**src/rtl/reg_dump_scanner_pkg.sv**
```systemverilog
// Shared types and constants for the register dump scanner.
package reg_dump_scanner_pkg;

    typedef enum logic [1:0] {
        StIdle  = 2'd0,
        StLatch = 2'd1,
        StShow  = 2'd2,
        StDone  = 2'd3
    } scan_state_e;

    localparam int unsigned BytesPerWord = 4;

    localparam logic [1:0] ByteLaneFirst = 2'd0;
    localparam logic [1:0] ByteLaneLast  = 2'(BytesPerWord - 1);

    function automatic logic [7:0] byte_lane(input logic [31:0] word, input logic [1:0] sel);
        return word[8*sel +: 8];
    endfunction

endpackage

```
**src/rtl/reg_dump_scanner_dwell_timer.sv**
```systemverilog
// Counts display cycles for one byte; term_o flags the final cycle of the dwell.
module reg_dump_scanner_dwell_timer #(
    parameter int unsigned DWELL = 4
) (
    input  logic clk_i,
    input  logic rst_i,
    input  logic en_i,
    input  logic clr_i,
    output logic term_o
);

    localparam int unsigned CntW = (DWELL > 1) ? $clog2(DWELL) : 1;
    localparam logic [CntW-1:0] TermCnt = CntW'(DWELL - 1);

    logic [CntW-1:0] count_q, count_d;

    assign term_o = (count_q == TermCnt);

    always_comb begin
        count_d = count_q;
        if (clr_i) begin
            count_d = '0;
        end else if (en_i) begin
            count_d = term_o ? '0 : count_q + CntW'(1);
        end
    end

    always_ff @(posedge clk_i) begin
        if (rst_i) begin
            count_q <= '0;
        end else begin
            count_q <= count_d;
        end
    end

endmodule

```
**src/rtl/reg_dump_scanner.sv**
```systemverilog
// Sweeps the register file through read port A, showing each word a byte at a time on the LEDs.
module reg_dump_scanner
    import reg_dump_scanner_pkg::*;
#(
    parameter int unsigned ADDR_W    = 5,
    parameter int unsigned DATA_W    = 32,
    parameter int unsigned LEDSIZE   = 8,
    parameter int unsigned LAST_ADDR = 31,
    parameter int unsigned DWELL     = 4
) (
    input  logic               clk,
    input  logic               Reset,
    input  logic               Start,
    input  logic               Hold,
    input  logic [DATA_W-1:0]  R_Data,
    output logic [ADDR_W-1:0]  R_Addr,
    output logic [LEDSIZE-1:0] LED,
    output logic [1:0]         Byte_Sel,
    output logic               Busy,
    output logic               Done
);

    localparam logic [ADDR_W-1:0] LastAddr = ADDR_W'(LAST_ADDR);

    scan_state_e       state_q, state_d;
    logic [ADDR_W-1:0] addr_q, addr_d;
    logic [1:0]        sel_q, sel_d;
    logic [DATA_W-1:0] snap_q, snap_d;
    logic              tmr_en, tmr_clr, tmr_term;

    reg_dump_scanner_dwell_timer #(
        .DWELL (DWELL)
    ) u_dwell_timer (
        .clk_i  (clk),
        .rst_i  (Reset),
        .en_i   (tmr_en),
        .clr_i  (tmr_clr),
        .term_o (tmr_term)
    );

    always_comb begin
        state_d = state_q;
        addr_d  = addr_q;
        sel_d   = sel_q;
        snap_d  = snap_q;
        tmr_en  = 1'b0;
        tmr_clr = 1'b0;
        unique case (state_q)
            StIdle: begin
                if (Start) begin
                    state_d = StLatch;
                    addr_d  = '0;
                end
            end
            StLatch: begin
                // Snapshot decouples the display from writes landing during SHOW.
                snap_d  = R_Data;
                sel_d   = ByteLaneFirst;
                tmr_clr = 1'b1;
                state_d = StShow;
            end
            StShow: begin
                if (!Hold) begin
                    tmr_en = 1'b1;
                    if (tmr_term) begin
                        if (sel_q != ByteLaneLast) begin
                            sel_d = sel_q + 2'd1;
                        end else if (addr_q < LastAddr) begin
                            addr_d  = addr_q + ADDR_W'(1);
                            state_d = StLatch;
                        end else begin
                            state_d = StDone;
                        end
                    end
                end
            end
            StDone: begin
                state_d = StIdle;
                addr_d  = '0;
                sel_d   = ByteLaneFirst;
            end
            default: state_d = StIdle;
        endcase
    end

    always_ff @(posedge clk) begin
        if (Reset) begin
            state_q <= StIdle;
            addr_q  <= '0;
            sel_q   <= ByteLaneFirst;
            snap_q  <= '0;
        end else begin
            state_q <= state_d;
            addr_q  <= addr_d;
            sel_q   <= sel_d;
            snap_q  <= snap_d;
        end
    end

    always_comb begin
        LED = '0;
        if (state_q == StShow) begin
            LED = LEDSIZE'(byte_lane(snap_q, sel_q));
        end
    end

    assign R_Addr   = addr_q;
    assign Byte_Sel = sel_q;
    assign Busy     = (state_q == StLatch) || (state_q == StShow);
    assign Done     = (state_q == StDone);

endmodule
```
**config.mk**
```make
export PLATFORM = sky130hd
export DESIGN_NAME = reg_dump_scanner
export DESIGN_NICKNAME = d
export VERILOG_FILES = /design/src/rtl/reg_dump_scanner_pkg.sv /design/src/rtl/reg_dump_scanner_dwell_timer.sv /design/src/rtl/reg_dump_scanner.sv
export SDC_FILE = /design/constraint.sdc
export NUM_CORES = 1
export LEC_CHECK = 0
export CAP_MARGIN = 30
export CORE_MARGIN = 2
export CORE_UTILIZATION = 39
export DETAILED_ROUTE_END_ITERATION = 16
export PLACE_DENSITY = 0.73
export SYNTH_ARGS = -nofsm -noshare
export SYNTH_HDL_FRONTEND = slang
export SYNTH_SLANG_ARGS = --single-unit
```
**constraint.sdc**
```tcl
create_clock -name clk -period 1.9 [get_ports clk]
set_input_delay 0.38 -clock clk [delete_from_list [all_inputs] [get_ports clk]]
set_output_delay 0.38 -clock clk [all_outputs]
set_load 0.05 [all_outputs]
```
==> metrics.log, run 1 <==
INFO  metric critPathArrivalTime = 1580 ps
INFO  metric global_route.usage.met1 = 20.2%
INFO  metric netSwitchingFraction = 35.6%
INFO  metric report.final.setup_viol = 8
INFO  metric yosysSeqAreaShare = 42.3%
INFO  metric yosys_most_used_dff = sky130_fd_sc_hd__dfxtp_1
INFO  metric yosysWarnings = 0
INFO  metric report.final.slew_viol_count = 0
INFO  metric ctsHoldBuffers = 0
INFO  metric failed_checks = setup timing
INFO  metric dr.pass1.iters = 4
INFO  metric numCtsBuffers = 5
INFO  metric drt_total_wl = 4.66 mm
INFO  metric holdPathStages = 2
INFO  metric grt.busiest_layer = met2
INFO  metric grt_pass1_wl = 7.89 mm
INFO  metric critical-path-top-cell-by-count = sky130_fd_sc_hd__buf_12
INFO  metric io_buffer_count = 52
INFO  metric grtUsageMet3 = 3.79%
INFO  metric r2r_start = Byte_Sel[0]
INFO  metric pwr-share-seq = 31.0%
INFO  metric post_synth_main_area_contributors = sky130_fd_sc_hd__dfxtp_1 42%, sky130_fd_sc_hd__mux2i_1 17%, sky130_fd_sc_hd__mux4_2 8.8%
INFO  metric post_synth_inst_count = 196
INFO  metric clkTransAtPathRegs = 80 ps
INFO  metric hold_viol = 0
INFO  metric total_switching_power = 1390 uW
INFO  metric effective_utilization_at_floorplan = 40.1%
INFO  metric combined_buffer_and_inverter_count_along_the_critical_path = 2
INFO  metric design_power_total = 3900 uW
INFO  metric proportion_of_netlist_area_held_by_the_largest_area_contributor = 42.3%
INFO  metric yosys.cell_count.top_type = sky130_fd_sc_hd__dfxtp_1
INFO  metric clock_sink_count = 43
INFO  metric drt-initial-drc-count = 79
INFO  metric p_clk_share = 19.2%
INFO  metric root_buffer = sky130_fd_sc_hd__clkbuf_8
INFO  metric synthToLayoutAreaGrowth = 46.2%
INFO  metric least_setup_slack_across_all_paths_after_layout = -58.4 ps
INFO  metric max_cap_viol = 0
INFO  metric place_worst_setup_slack = -17.3 ps
INFO  metric rsz_0062_raised_after_global_routing = true
INFO  metric critical_path_required = 1520 ps
INFO  metric synth-seq-cells = 43
INFO  metric yosys.cell_types.count = 32
INFO  metric route.antenna.remaining_nets = 0
INFO  metric layout.filler_cells = 452
INFO  metric cts_htree_levels = 2
INFO  metric synth.net_count = 240
INFO  metric synth.cells.most_frequent = 43 x sky130_fd_sc_hd__dfxtp_1, 38 x sky130_fd_sc_hd__nor2_1, 34 x sky130_fd_sc_hd__mux2i_1
INFO  metric post_drt_via_cell_ratio = 4.95
INFO  metric power-per-cell-area = 1310 mW/mm^2
INFO  metric mappedNetlistArea = 0.00204 sq mm
INFO  metric largest_stage_delay_worst_path = 500 ps
INFO  metric cp_max_fo = 5
INFO  metric average_footprint_of_a_synthesized_cell = 10.4 sq um
INFO  metric fp-row-count = 26
INFO  metric synth_top_area_cell = sky130_fd_sc_hd__dfxtp_1
INFO  metric cp_cell_sequence = buf_12, mux4_2, and2_4, buf_12
INFO  metric cp-start-kind = flip-flop
INFO  metric min-delay-path-class = flip-flop to flip-flop
INFO  metric drive_gt1_share = 26.2%
INFO  metric wl_per_cell = 14.3 um
INFO  metric finalCriticalPeriod = 1960 ps
INFO  metric nets = 299
INFO  metric clock_latency = 290 ps
INFO  metric die_y = 76.3 um
INFO  metric max_slew.worst_pin.slew = 305 ps
INFO  metric dpl_cell_area = 0.00277 sq mm
INFO  metric remaining_drc_errors = 0
INFO  metric hpwlAfterDp = 3.23 mm
INFO  metric worstHoldEndpoint = Byte_Sel[1]
INFO  metric timing.fmax = 511 MHz
INFO  metric vdd_ir_drop_max = 0.586 mV
INFO  metric globalRoute.totalOverflow = 0
INFO  metric num_io_pins = 53
INFO  metric worst-r2r-cell-count = 7
INFO  metric antenna_found_initial = 0
INFO  metric rr_endpoint = R_Addr[4]
INFO  metric groute.usage.overall = 17.2%
INFO  metric maximum_buffer_depth_of_the_clock_tree = 2
INFO  metric met2_usage = 31.3%
INFO  metric grt_pass1_vias = 1,607
INFO  metric async_flop_share = 0%
INFO  metric worst_hold_margin = 474 ps
INFO  metric grt_start_max_net_pins = 44
INFO  metric gp_congestion = 0.699
INFO  metric power.share.combinational = 49.7%
INFO  metric floorplan.die_area = 0.00582 sq mm
INFO  metric slowest_stage = sky130_fd_sc_hd__mux4_2
INFO  metric die_w = 76.3 um
INFO  metric tritoncts = built
INFO  metric path_class = flip-flop to output port
INFO  metric final_min_period_over_clock_period = 103%
INFO  metric leakagePower = 0.00114 uW
INFO  metric synth_enable_flop_cells = 0
INFO  metric design_area = 0.00298 sq mm
INFO  metric critical-path-top-delay-family = multiplexers
INFO  metric fp.coreArea = 0.00507 sq mm
INFO  metric internal_power = 2510 uW
INFO  metric result_of_the_run = finished, violations left
INFO  metric worstHoldStart = Byte_Sel[1]
INFO  metric max_slew_margin = 79.3%
INFO  metric finalClockSkew = 7.68 ps
INFO  metric r2r_setup_slack = 110 ps
INFO  metric routed-via-count = 1,613
INFO  metric crit_path_capture_type = output port
INFO  metric antennaDiodeCount = 0
[registers in the layout (all words and copies together), names as in the netlist]
signal	count
state_q	2
Byte_Sel	2
u_dwell_timer.count_q	2
snap_q	32
R_Addr	5
[kinds of logic (layout without fill, tap and decap cells)]
| logic type | count (synthesis) | in the layout | synth area share (%) |
|---|---|---|---|
| adder cells (fa/ha/maj) | 8 | 8 | 4.91 |
| AO/OA/AOI/OAI | 20 | 20 | 7.37 |
| buffers and inverters | 16 | 76 | 3.26 |
| AND/OR/NAND/NOR | 67 | 67 | 16.6 |
| flip-flops | 43 | 43 | 42.3 |
| multiplexers | 42 | 42 | 25.6 |
[power groups by stage]
| stage | Sequential [uW] | Clock (uW) | Combinational (uW) |
|---|---|---|---|
| 5_1_grt | 1230 | 811 | 2090 |
| 3_3_place_gp | 1260 | 0 | 1750 |
| 4_1_cts | 1210 | 769 | 1950 |
| 6_report | 1210 | 750 | 1940 |
| 3_5_place_dp | 1280 | 0 | 1790 |
| 2_1_floorplan | 1260 | 0 | 1220 |
[through the flow]
step / cells / TNS (ps) / util (%)
global placement: 314 / 0 / 54.6
CTS: 325 / -443 / 58.2
global route: 326 / -764 / 58.7
floorplan: 196 / 0 / -
finish: 326 / -343 / 58.7
detailed placement: 314 / -17.3 / 54.6
[routing by layer]
layer	share of wire, %	wire length [um]
met1	42	1980
met2	53	2480
met3	3.6	166
met4	0.86	40
met5	0	0
[timing repair]
action / in CTS / in global routing
pin swaps: 8 / 0
endpoints found under the setup margin: 8 / 12
buffers inserted: 3 / 1
gates resized for setup: 10 / 7
[worst min-delay path: stages, from the launching register on]
cell and delay [ps]:
sky130_fd_sc_hd__dfxtp_2 340, sky130_fd_sc_hd__nand2_1 50, sky130_fd_sc_hd__a21oi_1 50
[final cells by class]
| cell class | count | area (sq um) | area share, % |
|---|---|---|---|
| clock buffers | 6 | 82.6 | 2.77 |
| clock inverters | 2 | 38.8 | 1.30 |
| inverters | 4 | 15.0 | 0.504 |
| multi-input cells | 137 | 1150 | 38.7 |
| flip-flops and latches | 43 | 867 | 29.1 |
| well taps | 70 | 87.6 | 2.94 |
| repair buffers | 64 | 734 | 24.7 |
[worst max-delay path by stage]
stage                 from  slack [ps]  cells past startpoint        end
5_1_grt        Byte_Sel[0]        -120                      4     LED[4]
3_5_place_dp          Hold         -20                      5  R_Addr[4]
2_1_floorplan   state_q[0]          20                      6  R_Addr[4]
6_report       Byte_Sel[0]         -60                      4     LED[2]
3_3_place_gp          Hold          60                      5  R_Addr[4]
4_1_cts        Byte_Sel[0]         -70                      4     LED[2]
[cell usage in the layout (no fill, tap or decap), types with 3 or more instances in the layout]
cell type and count:
sky130_fd_sc_hd__a21oi_1 7, sky130_fd_sc_hd__and2_4 8, sky130_fd_sc_hd__buf_12 13, sky130_fd_sc_hd__buf_4 15, sky130_fd_sc_hd__clkbuf_8 6, sky130_fd_sc_hd__clkdlybuf4s50_1 35, sky130_fd_sc_hd__dfxtp_1 40, sky130_fd_sc_hd__ha_1 4
sky130_fd_sc_hd__ha_2 4, sky130_fd_sc_hd__inv_1 4, sky130_fd_sc_hd__mux2i_1 34, sky130_fd_sc_hd__mux4_2 8, sky130_fd_sc_hd__nor2_1 38, sky130_fd_sc_hd__nor3_1 3
Power figures use the tool's default switching activity.
==> inputs of run 2 (changes only) <==
--- a/config.mk
+++ b/config.mk
@@ -9,7 +9,7 @@
 export CORE_MARGIN = 2
 export CORE_UTILIZATION = 39
 export DETAILED_ROUTE_END_ITERATION = 16
-export PLACE_DENSITY = 0.73
+export PLACE_DENSITY = 0.76
 export SYNTH_ARGS = -nofsm -noshare
 export SYNTH_HDL_FRONTEND = slang
 export SYNTH_SLANG_ARGS = --single-unit
==> constraint.sdc (replaced) <==
create_clock -name clk -period 1.65 [get_ports clk]
set_input_delay 0.33 -clock clk [delete_from_list [all_inputs] [get_ports clk]]
set_output_delay 0.33 -clock clk [all_outputs]
set_load 0.05 [all_outputs]
==> run 2 against run 1 <==
Against the previous run: the run still ends with setup timing left; first-iteration DRC count decreased by 27%; combinational power is 30% higher; wire length grew 1.0%; final area is 3.9% higher; core utilization rose by 2.3 points; critical path type unchanged; critical endpoint is now LED[0].
==> metrics.log, run 2 (synthesis results as in run 1) <==
INFO  metric mostFrequentLayoutCell = sky130_fd_sc_hd__nor2_1
INFO  metric die_w = 76.3 um (unchanged)
INFO  metric maximum_buffer_depth_of_the_clock_tree = 2 (unchanged)
INFO  metric dr.pass1.iters = 4 (unchanged)
INFO  metric fp-row-count = 26 (unchanged)
INFO  metric critPathArrivalTime = 1570 ps (about the same)
INFO  metric cp-start-kind = flip-flop
INFO  metric stdcell_count = 336 (+3.1%)
INFO  metric die_y = 76.3 um (unchanged)
INFO  metric groute.usage.overall = 17.0% (-0.20 points)
INFO  metric wl_per_cell = 14.0 um (-2.0%)
INFO  metric least_setup_slack_across_all_paths_after_layout = -252 ps (-193 ps)
INFO  metric max_cap_viol = 0 (unchanged)
INFO  metric dpl_cell_area = 0.00288 sq mm (+3.8%)
INFO  metric remaining_drc_errors = 0 (unchanged)
INFO  metric clock_latency = 290 ps (about the same)
INFO  metric grt_start_max_net_pins = 35 (-20%)
INFO  metric gp_congestion = 0.805 (+15%)
INFO  metric failed_checks = setup timing
INFO  metric synthToLayoutAreaGrowth = 52.0%
INFO  metric flip_flop_count_of_the_largest_register_after_layout = 32 (unchanged)
INFO  metric critical_path_required = 1320 ps (-200 ps)
INFO  metric path_class = flip-flop to output port
INFO  metric finalClockSkew = 5.47 ps (-2.21 ps)
INFO  metric leakagePower = 0.00119 uW (+3.8%)
INFO  metric crit_path_capture_type = output port
INFO  metric effective_utilization_at_floorplan = 40.1% (unchanged)
INFO  metric cts_htree_levels = 2 (unchanged)
INFO  metric drt_total_wl = 4.71 mm (+1.0%)
INFO  metric drive_gt1_share = 32.7% (+6.5 points)
INFO  metric clock_sink_count = 43 (unchanged)
INFO  metric route.antenna.remaining_nets = 0 (unchanged)
INFO  metric ctsHoldBuffers = 0 (unchanged)
INFO  metric cp_max_fo = 4 (-1)
INFO  metric final_min_period_over_clock_period = 115%
INFO  metric hpwlAfterDp = 3.29 mm (+1.9%)
INFO  metric globalRoute.totalOverflow = 0 (unchanged)
INFO  metric layout.filler_cells = 460 (+1.8%)
INFO  metric hold_viol = 0 (unchanged)
INFO  metric nets = 309 (+3.3%)
INFO  metric min-delay-path-class = flip-flop to flip-flop
INFO  metric antenna_found_initial = 0 (unchanged)
INFO  metric power-per-cell-area = 1480 mW/mm^2 (+13%)
INFO  metric grt_pass1_vias = 1,643 (+2.2%)
INFO  metric numPlacedInstances = 321 (+2.2%)
INFO  metric root_buffer = sky130_fd_sc_hd__clkbuf_8
INFO  metric tritoncts = built
INFO  metric report.final.slew_viol_count = 0 (unchanged)
INFO  metric timing.fmax = 526 MHz
INFO  metric io_buffer_count = 52 (unchanged)
INFO  metric max_slew_margin = 79.9% (+0.52 points)
INFO  metric finalCriticalPeriod = 1900 ps
INFO  metric num_io_pins = 53 (unchanged)
INFO  metric layout.cells.most_common_list = 38 x sky130_fd_sc_hd__nor2_1, 37 x sky130_fd_sc_hd__dfxtp_1, 35 x sky130_fd_sc_hd__clkdlybuf4s50_1, 34 x sky130_fd_sc_hd__mux2i_1, 20 x sky130_fd_sc_hd__buf_4
INFO  metric fp.coreArea = 0.00507 sq mm (unchanged)
INFO  metric antennaDiodeCount = 0 (unchanged)
INFO  metric grt_pass1_wl = 7.89 mm (unchanged)
INFO  metric result_of_the_run = finished, violations left
INFO  metric drt-initial-drc-count = 58 (-27%)
INFO  metric design_power_total = 4580 uW (+18%)
INFO  metric vdd_ir_drop_max = 0.762 mV (+30%)
INFO  metric numCtsBuffers = 5 (unchanged)
INFO  metric utilization = 61.0% (+2.3 points)
INFO  metric routed-via-count = 1,649 (+2.2%)
INFO  metric clkTransAtPathRegs = 80 ps (about the same)
INFO  metric floorplan.die_area = 0.00582 sq mm (unchanged)
INFO  metric r2r_setup_slack = -130 ps (-240 ps)
INFO  metric place_worst_setup_slack = -156 ps (-139 ps)
INFO  metric report.final.setup_viol = 11 (+3)
INFO  metric post_drt_via_cell_ratio = 4.91 (-0.81%)
INFO  metric rsz_0062_raised_after_global_routing = true
INFO  metric max_slew.worst_pin.slew = 301 ps (-4.10 ps)
INFO  metric multi_input_area = 0.00121 sq mm (+4.8%)
INFO  metric design_area = 0.00310 sq mm (+3.9%)
INFO  metric register_with_the_most_flip_flops = snap_q
INFO  metric area.sequential = 873 sq um (+0.72%)
[run 2: changes by cell type in the layout (fill, tap and decap cells not counted), sizes merged]
cell / previous run / this run
bufinv: 1 / 0
clkinv: 0 / 1
buf: 29 / 39
[run 2: routing by layer]
metal  up-vias  wire, um  track usage (%)
li1        836         -                -
met1       770      2060             21.5
met2        34      2360             28.6
met3         9       186             3.44
met4         0        98             6.55
met5         -         0                0
[run 2: worst paths after layout]
path,start,endpoint,depth (start not counted)
setup / recovery,Byte_Sel[0],LED[0],4
hold reg to reg,snap_q[17],snap_q[17],2
hold / removal,snap_q[17],snap_q[17],2
setup reg to reg,Byte_Sel[0],Byte_Sel[1],7
[run 2: cell type report]
type | instances | area share (%)
Clock buffer | 6 | 2.34
Clock inverter | 2 | 0.364
Inverter | 4 | 0.485
Multi-Input combinational cell | 137 | 39.0
Sequential cell | 43 | 28.2
Tap cell | 70 | 2.83
Timing Repair Buffer | 74 | 26.8
[run 2: power breakdown]
| part | total, uW | switching (uW) | internal, uW |
|---|---|---|---|
| combinational | 2530 | 1170 | 1360 |
| sequential | 1410 | 137 | 1270 |
| clock | 643 | 346 | 297 |
[run 2: timing repair]
item	CTS	global route
endpoints found under the setup margin	9	16
buffers inserted	5	2
endpoints found under the hold margin	0	0
pin swaps	9	7
gates resized for setup	10	11
[run 2: critical path, cell delays in order, from the launching register on]
cell	delay, ps
sky130_fd_sc_hd__dfxtp_4	380
sky130_fd_sc_hd__buf_6	130
sky130_fd_sc_hd__mux4_2	480
sky130_fd_sc_hd__and2_4	160
sky130_fd_sc_hd__buf_12	140
[run 2: per-stage QoR]
step / hold slack (ps) / TNS (ps)
finish: 496 / -2120
global route: 523 / -2930
CTS: 501 / -2220
detailed placement: 479 / -570
global placement: 467 / -402
floorplan: 455 / 0
